$ cat config.mk
export PLATFORM = sky130hd
export DESIGN_NAME = uart_line_monitor
export DESIGN_NICKNAME = d
export VERILOG_FILES = /design/src/rtl/uart_line_monitor.sv
export SDC_FILE = /design/constraint.sdc
export NUM_CORES = 2
export LEC_CHECK = 0
export CAP_MARGIN = 20
export CORE_AREA = 3 3 418 420
export DETAILED_ROUTE_END_ITERATION = 6
export DIE_AREA = 0 0 421 423
export GPL_ROUTABILITY_DRIVEN = 0
export PLACE_DENSITY = 0.81
export SETUP_SLACK_MARGIN = 0.15
export SLEW_MARGIN = 20
export SYNTH_ARGS = -nofsm -noshare
export SYNTH_HDL_FRONTEND = slang
export SYNTH_SLANG_ARGS = --single-unit
$ cat constraint.sdc
create_clock -name clk -period 100.5 [get_ports clk]
set_clock_uncertainty 0.2 [all_clocks]
set_input_delay 20.1 -clock clk [delete_from_list [all_inputs] [get_ports clk]]
set_output_delay 20.1 -clock clk [all_outputs]
set_load 0.1 [all_outputs]
$ cat src/rtl/uart_line_monitor.sv
// UART receive monitor: oversampled frame receiver feeding a bounded line
// assembler, with completed lines presented through a valid/ready holding register.
module uart_line_monitor #(
  parameter int          CLK_HZ       = 50_000_000,
  parameter int          BIT_RATE     = 9600,
  parameter int          PAYLOAD_BITS = 8,
  parameter int          PARITY       = 0,
  parameter int          STOP_BITS    = 1,
  parameter int          LINE_MAX     = 132,
  parameter logic [7:0]  TERMINATOR   = 8'h0a
) (
  input  logic                              clk,
  input  logic                              reset,
  input  logic                              uart_rxd,
  input  logic                              uart_rx_en,
  output logic                              char_valid,
  output logic [7:0]                        char_data,
  output logic                              char_err,
  output logic                              break_det,
  output logic                              line_valid,
  input  logic                              line_ready,
  output logic [LINE_MAX*8-1:0]             line_data,
  output logic [$clog2(LINE_MAX+1)-1:0]     line_len,
  output logic                              line_overflow,
  output logic                              line_err,
  output logic                              line_dropped
);
  localparam int CPB = CLK_HZ / BIT_RATE;
  localparam int CW  = $clog2(CPB + 1);
  localparam int LW  = $clog2(LINE_MAX + 1);
  localparam int LD  = LINE_MAX * 8;
  localparam logic [CW-1:0] HALF      = CW'(CPB / 2);
  localparam logic [CW-1:0] FULL      = CW'(CPB - 1);
  localparam logic [2:0]    LAST_DATA = 3'(PAYLOAD_BITS - 1);
  localparam logic [2:0]    LAST_STOP = 3'(STOP_BITS - 1);
  localparam logic [LW-1:0] LMAX      = LW'(LINE_MAX);

  typedef enum logic [2:0] {S_IDLE, S_START, S_DATA, S_PARITY, S_STOP, S_BRKWAIT} state_t;

  state_t        state, state_n;
  logic [1:0]    sync;
  logic          rxd_s, rxd_q;
  logic [CW-1:0] cnt, cnt_n;
  logic [2:0]    bit_idx, bit_n;
  logic [7:0]    shreg, sh_n;
  logic          par_err, pe_n, stop_low, sl_n;
  logic          cv_n, ce_n, bk_n, tick, low;

  assign rxd_s = sync[1];
  assign tick  = (cnt == '0);

  always_comb begin
    state_n = state;
    cnt_n   = cnt;
    bit_n   = bit_idx;
    sh_n    = shreg;
    pe_n    = par_err;
    sl_n    = stop_low;
    cv_n    = 1'b0;
    ce_n    = 1'b0;
    bk_n    = 1'b0;
    low     = stop_low | ~rxd_s;
    case (state)
      S_IDLE:
        if (uart_rx_en && rxd_q && !rxd_s) begin
          state_n = S_START;
          cnt_n   = HALF;
        end
      S_START:
        if (!tick) cnt_n = cnt - CW'(1);
        else if (rxd_s) state_n = S_IDLE;   // start bit did not survive to mid-bit
        else begin
          state_n = S_DATA;
          cnt_n   = FULL;
          bit_n   = '0;
          sh_n    = '0;
          pe_n    = 1'b0;
          sl_n    = 1'b0;
        end
      S_DATA:
        if (!tick) cnt_n = cnt - CW'(1);
        else begin
          sh_n[bit_idx] = rxd_s;
          cnt_n         = FULL;
          if (bit_idx == LAST_DATA) begin
            bit_n   = '0;
            state_n = (PARITY != 0) ? S_PARITY : S_STOP;
          end else bit_n = bit_idx + 3'd1;
        end
      S_PARITY:
        if (!tick) cnt_n = cnt - CW'(1);
        else begin
          pe_n    = ((^shreg) ^ rxd_s) != (PARITY == 1);
          cnt_n   = FULL;
          bit_n   = '0;
          state_n = S_STOP;
        end
      S_STOP:
        if (!tick) cnt_n = cnt - CW'(1);
        else begin
          cnt_n = FULL;
          if (bit_idx == LAST_STOP) begin
            state_n = S_IDLE;
            if (low && shreg == '0 && !par_err) begin
              bk_n    = 1'b1;
              state_n = S_BRKWAIT;
            end else if (low || par_err) ce_n = 1'b1;
            else cv_n = 1'b1;
          end else begin
            sl_n  = low;
            bit_n = bit_idx + 3'd1;
          end
        end
      S_BRKWAIT:
        if (rxd_s) state_n = S_IDLE;
      default: state_n = S_IDLE;
    endcase
    if (!uart_rx_en) begin
      state_n = S_IDLE;
      cv_n    = 1'b0;
      ce_n    = 1'b0;
      bk_n    = 1'b0;
    end
  end

  always_ff @(posedge clk or posedge reset) begin
    if (reset) begin
      sync       <= 2'b11;
      rxd_q      <= 1'b1;
      state      <= S_IDLE;
      cnt        <= '0;
      bit_idx    <= '0;
      shreg      <= '0;
      par_err    <= 1'b0;
      stop_low   <= 1'b0;
      char_valid <= 1'b0;
      char_err   <= 1'b0;
      break_det  <= 1'b0;
      char_data  <= '0;
    end else begin
      sync       <= {sync[0], uart_rxd};
      rxd_q      <= rxd_s;
      state      <= state_n;
      cnt        <= cnt_n;
      bit_idx    <= bit_n;
      shreg      <= sh_n;
      par_err    <= pe_n;
      stop_low   <= sl_n;
      char_valid <= cv_n;
      char_err   <= ce_n;
      break_det  <= bk_n;
      if (cv_n) char_data <= shreg;
    end
  end

  // Line assembler and holding register
  logic [LD-1:0] a_data;
  logic [LW-1:0] a_len;
  logic          a_ovf, a_err, accept, complete;

  assign complete = char_valid && (char_data == TERMINATOR);
  assign accept   = !line_valid || line_ready;

  always_ff @(posedge clk or posedge reset) begin
    if (reset) begin
      a_data        <= '0;
      a_len         <= '0;
      a_ovf         <= 1'b0;
      a_err         <= 1'b0;
      line_valid    <= 1'b0;
      line_data     <= '0;
      line_len      <= '0;
      line_overflow <= 1'b0;
      line_err      <= 1'b0;
      line_dropped  <= 1'b0;
    end else begin
      line_dropped <= 1'b0;
      if (line_valid && line_ready) line_valid <= 1'b0;
      if (char_err) a_err <= 1'b1;
      if (complete) begin
        if (accept) begin
          line_valid    <= 1'b1;
          line_data     <= a_data;
          line_len      <= a_len;
          line_overflow <= a_ovf;
          line_err      <= a_err;
        end else line_dropped <= 1'b1;
        a_data <= '0;
        a_len  <= '0;
        a_ovf  <= 1'b0;
        a_err  <= 1'b0;
      end else if (char_valid) begin
        if (a_len < LMAX) begin
          a_data <= (a_data << 8) | LD'(char_data);
          a_len  <= a_len + LW'(1);
        end else a_ovf <= 1'b1;
      end
    end
  end
endmodule

# After elaboration in Yosys (flattened, before gate mapping)
# Index checks and enable logic that the tools add are counted.
# W data, S select, Z words.
# totals
register_bits	2177
in_bits	5
out_inout_bits	1079
# classes
n_addsub	3
magnitude_cmp	3
eq_ne	24
mux	72
bitwise	4
n_reduce_logical	35
# ops
operator	n
$mux W1056	3
$or A1056 B8 Y1056	1
$mux W13	4
$mux W3	17
$mux W8	6
$pmux W13 S3	1
$mux W1	33
$ne A3 B3 Y1 const B	9
$pmux W3 S6	1
$ne A2 B2 Y1 const B	8
$pmux W8 S2	1
$logic_not A13 Y1	1
$sub A13 B1 Y13 const B	1
$pmux W3 S4	1
$reduce_bool A2 Y1	6
$eq A3 B3 Y1 const B	3
$add A8 B1 Y8 const B	1
$bwmux W8	1
$eq A8 B4 Y1 const B	1
$logic_not A8 Y1	1
$lt A8 B8 Y1 const B	1
$reduce_and A4 Y1	2
$reduce_and A8 Y1	1
$reduce_xor A8 Y1	1
22 further kinds	36

# Longest topological paths before layout
# logic_depth
word_depth	9
mapped_depth	9

# Least setup slack after synthesis
# OpenSTA, ideal clock, no wires.
# synth_path
path_type	input to register
startpoint	input line_ready
endpoint	register line_data[0]
setup_ps	126
arrival_ps	21323
required_time_ps	100174
slack_ps	78851
cell_stages	6
path_buffers	3
path_cell_list	nand2b_1 > nand2_1 > buf_2 > buf_2 > buf_2 > mux2_2
# synth_via
elab_chain_len	2
# synth_lines
item	line_no	rtl
start: declaration	21	input logic line_ready,
$logic_or A1 B1 Y1	162	assign accept = !line_valid || line_ready;
$reduce_and A2 Y1 (no source line)	n/a	
end signal: assignment	183	line_data <= a_data;
end: declaration	22	output logic [LINE_MAX*8-1:0] line_data,
# Every way passes these cells.
# A chain may end at the register's enable or synchronous reset.

==> results.md <==
* Area Overhead vs Synth at 23.4%
* H-tree depth at 4
* Core Rows at 152
* Net Sw Power at 373 uW
* R2R Path Start: char_data[0]$_DFFE_PP0P_
* Highest Signal Layer: met5
* FMAX at 39.0 MHz
* Register area share after synthesis at 65.2%
* Synth cell types at 53
* Met2 wire length at 111000 um
* Slew Limit Fails at 0
* GRT Total Usage at 26.4%
* Post-CTS Setup Bufs at 0
* Top_reg_cell synth: dfrtp_1
* Asr flop ratio synth at 100%
* Vias in the first global route at 59800
* Initial antenna violation count at 3
* Die W at 421 um
* Post-Route Setup TNS at 0 ns
* Die H at 423 um
* WL met3 at 15900 um
* Worst setup EP type: asynchronous set/reset pin
* Filler Cells Inserted at 12800
* Sw frac at 21.3%
* Relative slew margins at 13.8%
* DR WL/cell at 22.8 um
* Final hold vios at 0
* Post-Syn Area at 83600 um2
* Remaining global-route overflow at 0
* Mapped Cells at 7136
* Failing checks: DRC
* Share of cells above drive strength 1 at 18.5%
* CP max FO at 170
* CTS Hold Bufs at 0
* Ys Warns at 0
* Pin count of the biggest net entering global routing at 217
* Leak Pwr at 0.0483 uW
* Mapped Nets at 7150
* Number of DRC markers in iteration 0 at 5941
* Power after layout at 1750 uW
* Worst skew pair latency at 0.86 ns
* Global-route wire length before repair at 366000 um
* P_int at 1380 uW
* Logic gate share of total power at 1.5%
* DR vias at 58400
* EDFF count, synth at 0
* Power per cell area at 17.0 nW/um2
* Worst hold-check path type: flip-flop to flip-flop
* RSZ-0062 raised after global routing: no
* Slew @ Worst Pin at 1.29 ns
* Seq pwr share at 50.2%
* Final setup vio count at 0
* Initial Utilization at 48.8%
* Critical Path AT at 26.34 ns
* Core Region at 171000 um2
* Status: finished, violations left
* Routed WL at 239000 um
* Die ar. at 178000 um2
* Clk pwr share at 48.3%
* CTS root buffer: clkbuf_16
* Maximum buffer depth of the clock tree at 3
* First-pass DRT Iterations at 7
* Final min period at 25.66 ns
* DRC Markers at 13
* Mean post-synth cell area at 11.7 um2
* Num CTS Buffers at 210
* Final ANT Viol Nets at 0
* CTS tree: done
* Setup CP Type: primary input to asynchronous set/reset pin
* Wl on met1 at 89300 um
* Max Cap Violations at 0
* HPWL after DPL at 159000 um
* Startpoint types: primary input
* Clk slew on worst S/H paths at 0.06 ns
* Setup crit start: reset
* Yosys reg bits at 2177
* Port bufs at 1083
* Clk sinks at 2177
* Fin nets at 8030
* PostCTS Resize Cnt at 0
* Num ports at 1084
* Hold path startpoint: sync[0]$_DFF_PP1_
* Worst VDD drop at 0.0169 mV
* Required @ worst endpoint at 101.18 ns
* DR vias/cell at 5.56
* Tcrit/Tclk final at 25.5%
synth_stat cells, drive strengths merged, types with 6 or more instances:
| library cell | number | area, um2 |
|---|---|---|
| o31ai | 6 | 45.0 |
| clkbuf | 232 | 871 |
| buf | 252 | 1510 |
| nand2b | 7 | 43.8 |
| nand2 | 2131 | 8000 |
| dfrtp | 2174 | 54400 |
| a31oi | 7 | 43.8 |
| o21ai | 33 | 169 |
| nor3 | 11 | 55.1 |
| inv | 16 | 60.1 |
| a21oi | 1060 | 5310 |
| mux2 | 1079 | 12200 |
| nand3 | 10 | 50.1 |
| nor2 | 34 | 128 |
| ha | 9 | 113 |
layer usage:
layer,track usage [%],up-vias
met5,0,-
li1,-,25600
met4,21.0,2
met1,31.8,29900
met2,40.8,2222
met3,6.06,710
registers in the layout (all words and copies together), names as in the netlist, 2 cells and up:
register and count:
a_data 1056, line_data 1056, cnt 13, a_len 8, char_data 8, line_len 8
shreg 8, bit_idx 3, state 3, sync 2
final cells by class:
| type | instances | area, um2 | share of cell area (%) |
|---|---|---|---|
| diodes | 2 | 5.00 | 0.00485 |
| multi-input cells | 4459 | 26700 | 25.9 |
| repair buffers | 1152 | 11500 | 11.2 |
| flip-flops and latches | 2177 | 54500 | 52.8 |
| clock inverters | 82 | 1390 | 1.35 |
| well taps | 2310 | 2890 | 2.80 |
| clock buffers | 304 | 6110 | 5.92 |
| inverters | 16 | 67.6 | 0.0655 |
final timing paths:
kind                            slack [ns]  cells past startpoint                          to
worst max-delay path                 74.84                      9  line_data[247]$_DFFE_PP0P_
worst min-delay path                  0.16                      0           sync[1]$_DFF_PP1_
worst max register to register       93.57                      9  line_data[611]$_DFFE_PP0P_
worst min register to register        0.16                      0           sync[1]$_DFF_PP1_
max in group clk                     75.09                      9  line_data[611]$_DFFE_PP0P_
min in group asynchronous            19.65                      2   line_data[80]$_DFFE_PP0P_
cell usage in the layout (no fill, tap or decap), drive strengths merged, types with 3 or more instances in the layout:
cell type,n
a211oi,5
a21o,3
a21oi,1060
a31oi,7
and2,3
and3b,3
and4,3
buf,84
bufinv,28
clkbuf,304
clkdlybuf4s50,1068
clkinv,38
clkinvlp,5
dfrtp,2174
dfstp,3
ha,9
inv,27
mux2,1079
nand2,2131
nand2b,7
nand3,10
nand4,5
nor2,34
nor3,11
nor3b,3
nor4,3
o21a,5
o21ai,33
o31ai,6
o41ai,4
or3,3
or4,3
xnor2,5
xor2,5
cell families (layout without fill, tap and decap cells):
family,count (synthesis),count (layout),share of synthesized area [%]
adders and majority gates,9,9,0.135
DFF,2177,2177,65.2
xor gates and xnor gates,10,10,0.105
and+or+nand+nor,2227,2227,10.2
AOI/OAI and AO/OA,1133,1133,6.92
muxes,1080,1080,14.5
buffers and inverters,500,1554,2.92
other,0,2,0
critical path, cell delays in order:
cell	delay, ns
clkdlybuf4s50_1	0.50
inv_8	0.64
buf_12	0.46
buf_16	0.44
buf_4	0.71
buf_12	0.62
buf_12	0.66
buf_4	0.77
buf_4	0.83
power groups by stage:
stage                     sequential (uW)  combinational [uW]  clock, uW
after detailed placement              895                26.3          0
after global placement                895                25.4          0
final                                 879                25.5        846
after CTS                             879                26.4        858
after floorplan                       898                19.8          0
after global routing                  879                29.9        895
per-stage QoR:
stage	hold slack (ns)	instances	cell area [um2]	utilization, %	setup WS [ns]
after global placement	0.147	10100	95600	55.8	73.94
final	0.155	10500	103000	60.2	74.84
after floorplan	0.145	7136	83600	-	18.70
after CTS	0.156	10500	103000	60.2	74.76
after global routing	0.168	10500	103000	60.2	74.01
after detailed placement	0.147	10100	95600	55.8	73.78
No activity file was read; power rests on OpenSTA's default activity.
